File: src/rtl/uart_tx_shifter_pkg.sv
// uart_tx_shifter_pkg
//   Definitions shared by the UART transmit path. The receive-side block is
//   expected to import this package as well.
//   - tx_state_e    : frame sequencer states (encodings are fixed)
//   - TX_IDLE_LEVEL : level of the serial line between frames
//   - STOP_CNT_W    : width of the stop-bit counter (1 or 2 stop bits)
//   - max_int       : elaboration-time helper
package uart_tx_shifter_pkg;

  typedef enum logic [1:0] {
    IDLE  = 2'd0,
    START = 2'd1,
    DATA  = 2'd2,
    STOP  = 2'd3
  } tx_state_e;

  localparam logic TX_IDLE_LEVEL = 1'b1;
  localparam int   STOP_CNT_W    = 2;

  function automatic int max_int(input int a, input int b);
    return (a > b) ? a : b;
  endfunction

endpackage

File: src/rtl/uart_tx_shifter_bit_timer.sv
// uart_bit_timer
//   Serial bit-time counter. Counts 0..DIVISOR-1 and wraps; Tick is high for
//   the single cycle in which the count sits at DIVISOR-1, i.e. the edge that
//   ends a bit time.
//   Ports:
//     Clk       : system clock
//     Clear_bar : asynchronous active-low clear
//     Restart   : synchronous restart; holds the count at 0 while high
//     Tick      : one-cycle pulse at the wrap
module uart_bit_timer #(
  parameter int DIVISOR = 16
) (
  input  logic Clk,
  input  logic Clear_bar,
  input  logic Restart,
  output logic Tick
);

  localparam int TW = $clog2(DIVISOR);

  logic [TW-1:0] count_q, count_d;
  logic          at_wrap;

  assign at_wrap = (count_q == TW'(DIVISOR - 1));
  assign Tick    = at_wrap && !Restart;

  always_comb begin
    count_d = count_q;
    if (Restart) begin
      count_d = '0;
    end else if (at_wrap) begin
      count_d = '0;
    end else begin
      count_d = count_q + TW'(1);
    end
  end

  always_ff @(posedge Clk or negedge Clear_bar) begin
    if (!Clear_bar) begin
      count_q <= '0;
    end else begin
      count_q <= count_d;
    end
  end

endmodule

File: src/rtl/uart_tx_shifter.sv
// uart_tx_shifter
//   Transmit-side parallel-to-serial converter. A byte written with Load_bar
//   low lands in a one-entry holding register, is moved into the shifter and
//   sent LSB-first as start bit, WIDTH data bits and STOP_BITS stop bits.
//   Ports:
//     Clk       : system clock, rising edge
//     Clear_bar : asynchronous active-low reset
//     Load_bar  : active-low write strobe, sampled on the rising edge
//     D         : parallel data to transmit
//     Tx        : serial line, idles high
//     Thre      : holding register empty
//     Busy      : a frame is on the line
//     Overrun   : one-cycle pulse when a write is discarded
//   DELAY_RISE / DELAY_FALL are expressed in Clk cycles and applied to every
//   output; 0/0 gives plain registered outputs.
module uart_tx_shifter
  import uart_tx_shifter_pkg::*;
#(
  parameter int WIDTH      = 8,
  parameter int DIVISOR    = 16,
  parameter int STOP_BITS  = 1,
  parameter int DELAY_RISE = 0,
  parameter int DELAY_FALL = 0
) (
  input  logic             Clk,
  input  logic             Clear_bar,
  input  logic             Load_bar,
  input  logic [WIDTH-1:0] D,
  output logic             Tx,
  output logic             Thre,
  output logic             Busy,
  output logic             Overrun
);

  localparam int IW = $clog2(WIDTH) + 1;

  tx_state_e             state_q, state_d;
  logic [WIDTH-1:0]      hold_q, hold_d;
  logic                  hold_full_q, hold_full_d;
  logic [WIDTH-1:0]      shift_q, shift_d;
  logic [IW-1:0]         bit_idx_q, bit_idx_d;
  logic [STOP_CNT_W-1:0] stop_cnt_q, stop_cnt_d;
  logic                  tx_q, tx_d;
  logic                  busy_q, busy_d;
  logic                  overrun_q, overrun_d;

  logic tick;
  logic last_bit;
  logic last_stop;
  logic transfer;
  logic load_req;

  // Timer is held at 0 while idle, so leaving IDLE always starts a fresh bit
  // time; back-to-back frames reuse the natural wrap at the end of STOP.
  uart_bit_timer #(
    .DIVISOR (DIVISOR)
  ) u_bit_timer (
    .Clk       (Clk),
    .Clear_bar (Clear_bar),
    .Restart   (state_q == IDLE),
    .Tick      (tick)
  );

  assign load_req  = !Load_bar;
  assign last_bit  = (bit_idx_q == IW'(WIDTH - 1));
  assign last_stop = (stop_cnt_q == STOP_CNT_W'(STOP_BITS - 1));
  // Hold empties into the shifter either straight from idle or on the very
  // last cycle of the final stop bit (no idle gap between frames).
  assign transfer  = hold_full_q &&
                     ((state_q == IDLE) ||
                      ((state_q == STOP) && tick && last_stop));

  always_comb begin
    state_d     = state_q;
    hold_d      = hold_q;
    hold_full_d = hold_full_q;
    shift_d     = shift_q;
    bit_idx_d   = bit_idx_q;
    stop_cnt_d  = stop_cnt_q;
    overrun_d   = 1'b0;

    case (state_q)
      IDLE: begin
        if (transfer) begin
          state_d = START;
          shift_d = hold_q;
        end
      end
      START: begin
        if (tick) begin
          state_d   = DATA;
          bit_idx_d = '0;
        end
      end
      DATA: begin
        if (tick) begin
          shift_d = shift_q >> 1;
          if (last_bit) begin
            state_d    = STOP;
            stop_cnt_d = '0;
          end else begin
            bit_idx_d = bit_idx_q + IW'(1);
          end
        end
      end
      STOP: begin
        if (tick) begin
          if (last_stop) begin
            if (transfer) begin
              state_d = START;
              shift_d = hold_q;
            end else begin
              state_d = IDLE;
            end
          end else begin
            stop_cnt_d = stop_cnt_q + STOP_CNT_W'(1);
          end
        end
      end
      default: state_d = IDLE;
    endcase

    // A write is accepted if the hold slot is free now or is being vacated
    // on this same edge; otherwise it is dropped and flagged.
    if (load_req && (!hold_full_q || transfer)) begin
      hold_d      = D;
      hold_full_d = 1'b1;
    end else if (load_req) begin
      overrun_d = 1'b1;
    end else if (transfer) begin
      hold_full_d = 1'b0;
    end

    // Line level is computed from the next state so Tx changes on the same
    // edge as the state and comes straight from a flop.
    case (state_d)
      START:   tx_d = 1'b0;
      DATA:    tx_d = shift_d[0];
      default: tx_d = TX_IDLE_LEVEL;
    endcase
    busy_d = (state_d != IDLE);
  end

  always_ff @(posedge Clk or negedge Clear_bar) begin
    if (!Clear_bar) begin
      state_q     <= IDLE;
      hold_q      <= '0;
      hold_full_q <= 1'b0;
      shift_q     <= '0;
      bit_idx_q   <= '0;
      stop_cnt_q  <= '0;
      tx_q        <= TX_IDLE_LEVEL;
      busy_q      <= 1'b0;
      overrun_q   <= 1'b0;
    end else begin
      state_q     <= state_d;
      hold_q      <= hold_d;
      hold_full_q <= hold_full_d;
      shift_q     <= shift_d;
      bit_idx_q   <= bit_idx_d;
      stop_cnt_q  <= stop_cnt_d;
      tx_q        <= tx_d;
      busy_q      <= busy_d;
      overrun_q   <= overrun_d;
    end
  end

  // ---------------------------------------------------------------------
  // Output rise/fall delay, in Clk cycles. Bit order: {Overrun, Busy, Thre, Tx}
  // ---------------------------------------------------------------------
  localparam int       DMAX    = max_int(DELAY_RISE, DELAY_FALL);
  localparam logic [3:0] OUT_RST = {1'b0, 1'b0, 1'b1, TX_IDLE_LEVEL};

  logic [3:0] out_raw;
  logic [3:0] out_dly;

  assign out_raw = {overrun_q, busy_q, !hold_full_q, tx_q};

  if (DMAX == 0) begin : g_no_delay
    assign out_dly = out_raw;
  end else begin : g_delay
    localparam int DW = $clog2(DMAX + 1);
    for (genvar gi = 0; gi < 4; gi++) begin : g_out
      logic          level_q, level_d;
      logic [DW-1:0] cnt_q, cnt_d;

      // The output follows a new level once it has been pending for the
      // configured number of cycles; a delay of 0 on one edge behaves as 1
      // when the other edge needs the delay stage.
      always_comb begin
        int need;
        level_d = level_q;
        cnt_d   = cnt_q;
        need    = out_raw[gi] ? DELAY_RISE : DELAY_FALL;
        if (out_raw[gi] == level_q) begin
          cnt_d = '0;
        end else if (int'(cnt_q) + 1 >= need) begin
          level_d = out_raw[gi];
          cnt_d   = '0;
        end else begin
          cnt_d = cnt_q + DW'(1);
        end
      end

      always_ff @(posedge Clk or negedge Clear_bar) begin
        if (!Clear_bar) begin
          level_q <= OUT_RST[gi];
          cnt_q   <= '0;
        end else begin
          level_q <= level_d;
          cnt_q   <= cnt_d;
        end
      end

      assign out_dly[gi] = level_q;
    end
  end

  assign Tx      = out_dly[0];
  assign Thre    = out_dly[1];
  assign Busy    = out_dly[2];
  assign Overrun = out_dly[3];

endmodule

File: config.mk
export PLATFORM = sky130hd
export DESIGN_NAME = uart_tx_shifter
export DESIGN_NICKNAME = d
export VERILOG_FILES = /design/src/rtl/uart_tx_shifter_pkg.sv /design/src/rtl/uart_tx_shifter_bit_timer.sv /design/src/rtl/uart_tx_shifter.sv
export SDC_FILE = /design/constraint.sdc
export NUM_CORES = 1
export LEC_CHECK = 0
export CAP_MARGIN = 20
export CORE_MARGIN = 3
export CORE_UTILIZATION = 45
export DETAILED_ROUTE_END_ITERATION = 10
export DONT_BUFFER_PORTS = 1
export PLACE_DENSITY = 0.71
export SLEW_MARGIN = 10
export SYNTH_ARGS = -nofsm -noshare
export SYNTH_HDL_FRONTEND = slang
export SYNTH_SLANG_ARGS = --single-unit
File: constraint.sdc
create_clock -name Clk -period 3.84 [get_ports Clk]
set_input_delay 0.384 -clock Clk [delete_from_list [all_inputs] [get_ports Clk]]
set_output_delay 0.384 -clock Clk [all_outputs]
set_load 0.01 [all_outputs]
==> qor.yml <==
status: "finished clean"
synth-adder-area-share_pct: 2.44
power_frac_clock_pct: 38.8
ios: 15
root_buffer: "clkbuf_4"
clock.fmax_mhz: 501
slowest_stage: "dfrtp_1"
wl_per_cell_um: 15.1
met1_usage_pct: 21.3
timing.rr.end: "hold_q[7]"
critPathArrivalTime_ns: 2.21
timing.final.crit_period_ns: 2.00
synth_cells: 138
critPathCaptureType: "flop"
numCtsBuffers: 5
final_antenna_net_count: 0
placedCellCount: 174
grt_use_total_pct: 15.9
path_depth: 4
yosys.area_share.xor_xnor_pct: 1.14
placementRows: 20
p_total_uw: 640
fin_setup_tns_ns: 0
grt_pass1_wl_um: 4950
wl_um: 2770
relSlewSlack_pct: 54.7
gr-usage-met2_pct: 21.8
ys_ff_latch: 32
crit_chain: "nor2_1, a31oi_4, a21oi_4, mux2_4"
die_area_sq_mm: 0.00416
swShare_pct: 20.6
max_stage_delay_ns: 0.62
cellInternalPower_uw: 509
ctsHtreeMaxLevel: 2
grt_busiest_layer: "met2"
drive_gt1_share_pct: 14.3
via_per_inst: 5.86
r2r_setup_slack_ns: 1.84
synthMuxAreaShare_pct: 7.80
crit_path_max_fanout: 20
syn_nets: 152
post-route-drc-count: 0
clock-sinks: 32
reg2reg_from: "state_q[0]"
p_seq_share_pct: 56.5
layout.cells.non_filler: 184
synth_top_area_share_pct: 50.4
dp_slack_ns: 1.85
mappedNetlistArea_sq_mm: 0.00154
ys_types: 38
first_iter_violations: 35
synth_top_family_by_area: "compound AO/OA/AOI/OAI gates"
avgSynthCellArea_sq_um: 11.2
synth-compound-area-share_pct: 19.2
final_common_cell: "dfrtp_1"
min_period_over_period_pct: 52.0
critical_path_class: "reg -> reg"
worstMarginPinSlew_ns: 0.679
nets: 153
crit_path_start_kind: "flop"
slew_violations: 0
core-area_sq_mm: 0.00315
first_pass_iters: 4
async_flop_share_pct: 100
drv_cap: 0
ys_warn_count: 0
post-cts-setup-buffer-count: 0
clockBufferDepth: 2
critPathLaunch: "state_q[0]"
clkSlewWorstSetupHoldPaths_ns: 0.10
fin_ws_ns: 1.84
dp_hpwl_um: 1990
placement.io_buffers: 0
fin_skew_ns: 0.0131
gp_congestion: 0.787
synth_top_area_cell: "dfrtp_1"
antenna_found_initial: 0
synth_area_leaders: "dfrtp_1, mux2_4, a221o_1, and3_1, nor2_1"
hp-class: "in -> reg"
cts_tree: "yes"
clk_latency_ns: 0.34
num_vias: 1078
met3_usage_pct: 5.89
p_leak_uw: 0.000768
yosysSeqAreaShare_pct: 52.1
die_w_um: 64.5
reg2reg_depth: 4
ir_worst_vdd_uv: 216
diodes: 0
synth_edf_count: 0
synthFlopType: "dfrtp_1"
power_density_mw_per_mm2: 384
die_h_um: 64.5
crit_family: "flip-flops"
place_area_sq_mm: 0.00156
finalSetupViolations: 0
layout_common_cells: "dfrtp_1, nor2_1, nand2_1"
yosys.area_share.simple_pct: 14.1
gr-total-overflow: 0
grt_max_degree: 33
p_switching_uw: 132
hold_violations: 0
final_area_sq_mm: 0.00167
initial_core_util_pct: 48.8
combPwrFrac_pct: 4.7
critPathRequiredTime_ns: 4.06
crit_path_end: "hold_q[7]"
crit_buf_inv: 0
area_growth_pct: 8.37
grt_setup_unrepaired: "no"
grt_pass1_vias: 1051
metal layers:
layer  routed length (um)  part of all wire, %
met2                 1170                   42
met4                  100                  3.6
met1                 1310                   47
met3                  186                  6.7
met5                    0                    0
sequential cells by signal, indices dropped and copies added (netlist names):
name and flops:
hold_q 8, shift_q 8, bit_idx_q 4, u_bit_timer.count_q 4
state_q 2, stop_cnt_q 2, Busy 1, Overrun 1
Tx 1, hold_full_q 1
worst min path at each step:
stage,start,end,cells past startpoint
after detailed placement,Clear_bar,bit_idx_q[1],0
after floorplan,Clear_bar,Busy,0
after CTS,Load_bar,hold_full_q,1
after global routing,Load_bar,Overrun,1
final,Load_bar,hold_full_q,1
after global placement,Clear_bar,bit_idx_q[1],0
cell usage after synthesis, types with 3 or more instances:
cell type / instances
a21oi_1: 7
a221o_1: 6
and3_1: 7
clkbuf_1: 6
dfrtp_1: 31
ha_1: 3
inv_1: 5
mux2_4: 8
nand2_1: 10
nand3_1: 3
nor2_1: 11
nor3_1: 3
o21ai_0: 5
o2bb2ai_1: 3
cell families after synthesis:
kind of cell | after synthesis
AO/OA/AOI/OAI | 37
AND/OR/NAND/NOR | 43
adder cells (fa/ha/maj) | 3
XOR/XNOR | 2
flip-flops | 32
buffers and inverters | 13
multiplexers | 8
power groups by stage:
stage          Combinational [uW]  Clock (uW)  Sequential [uW]
2_1_floorplan                19.8           0              365
3_3_place_gp                 20.2           0              368
6_report                     30.1         248              362
5_1_grt                      33.4         272              364
3_5_place_dp                 21.4           0              369
4_1_cts                      31.1         257              362
stage by stage:
step	hold WS (ns)	utilization (%)
6_report	0.108	52.9
5_1_grt	0.0831	52.9
4_1_cts	0.0897	52.9
3_5_place_dp	0.0895	49.6
3_3_place_gp	0.0896	49.6
2_1_floorplan	0.0884	-
layout make-up:
| type | instances | area [sq um] |
|---|---|---|
| clock inverter | 2 | 35.0 |
| sequential | 32 | 802 |
| clock buffer | 6 | 41.3 |
| timing repair buffer | 2 | 30.0 |
| multi-input combinational | 93 | 687 |
| tap | 44 | 55.1 |
| fill | 288 | 1480 |
| inverter | 5 | 18.8 |
repair_timing:
item / CTS / global route
hold buffers: 2 / 0
resized for setup: 0 / 0
hold endpoints to repair: 32 / 0
worst reg2reg max path, stage by stage (launching register included):
cell,delay (ns)
dfrtp_1,0.62
nor2_1,0.47
a31oi_4,0.08
a21oi_4,0.39
mux2_4,0.33
(Power assumes the default switching activity.)
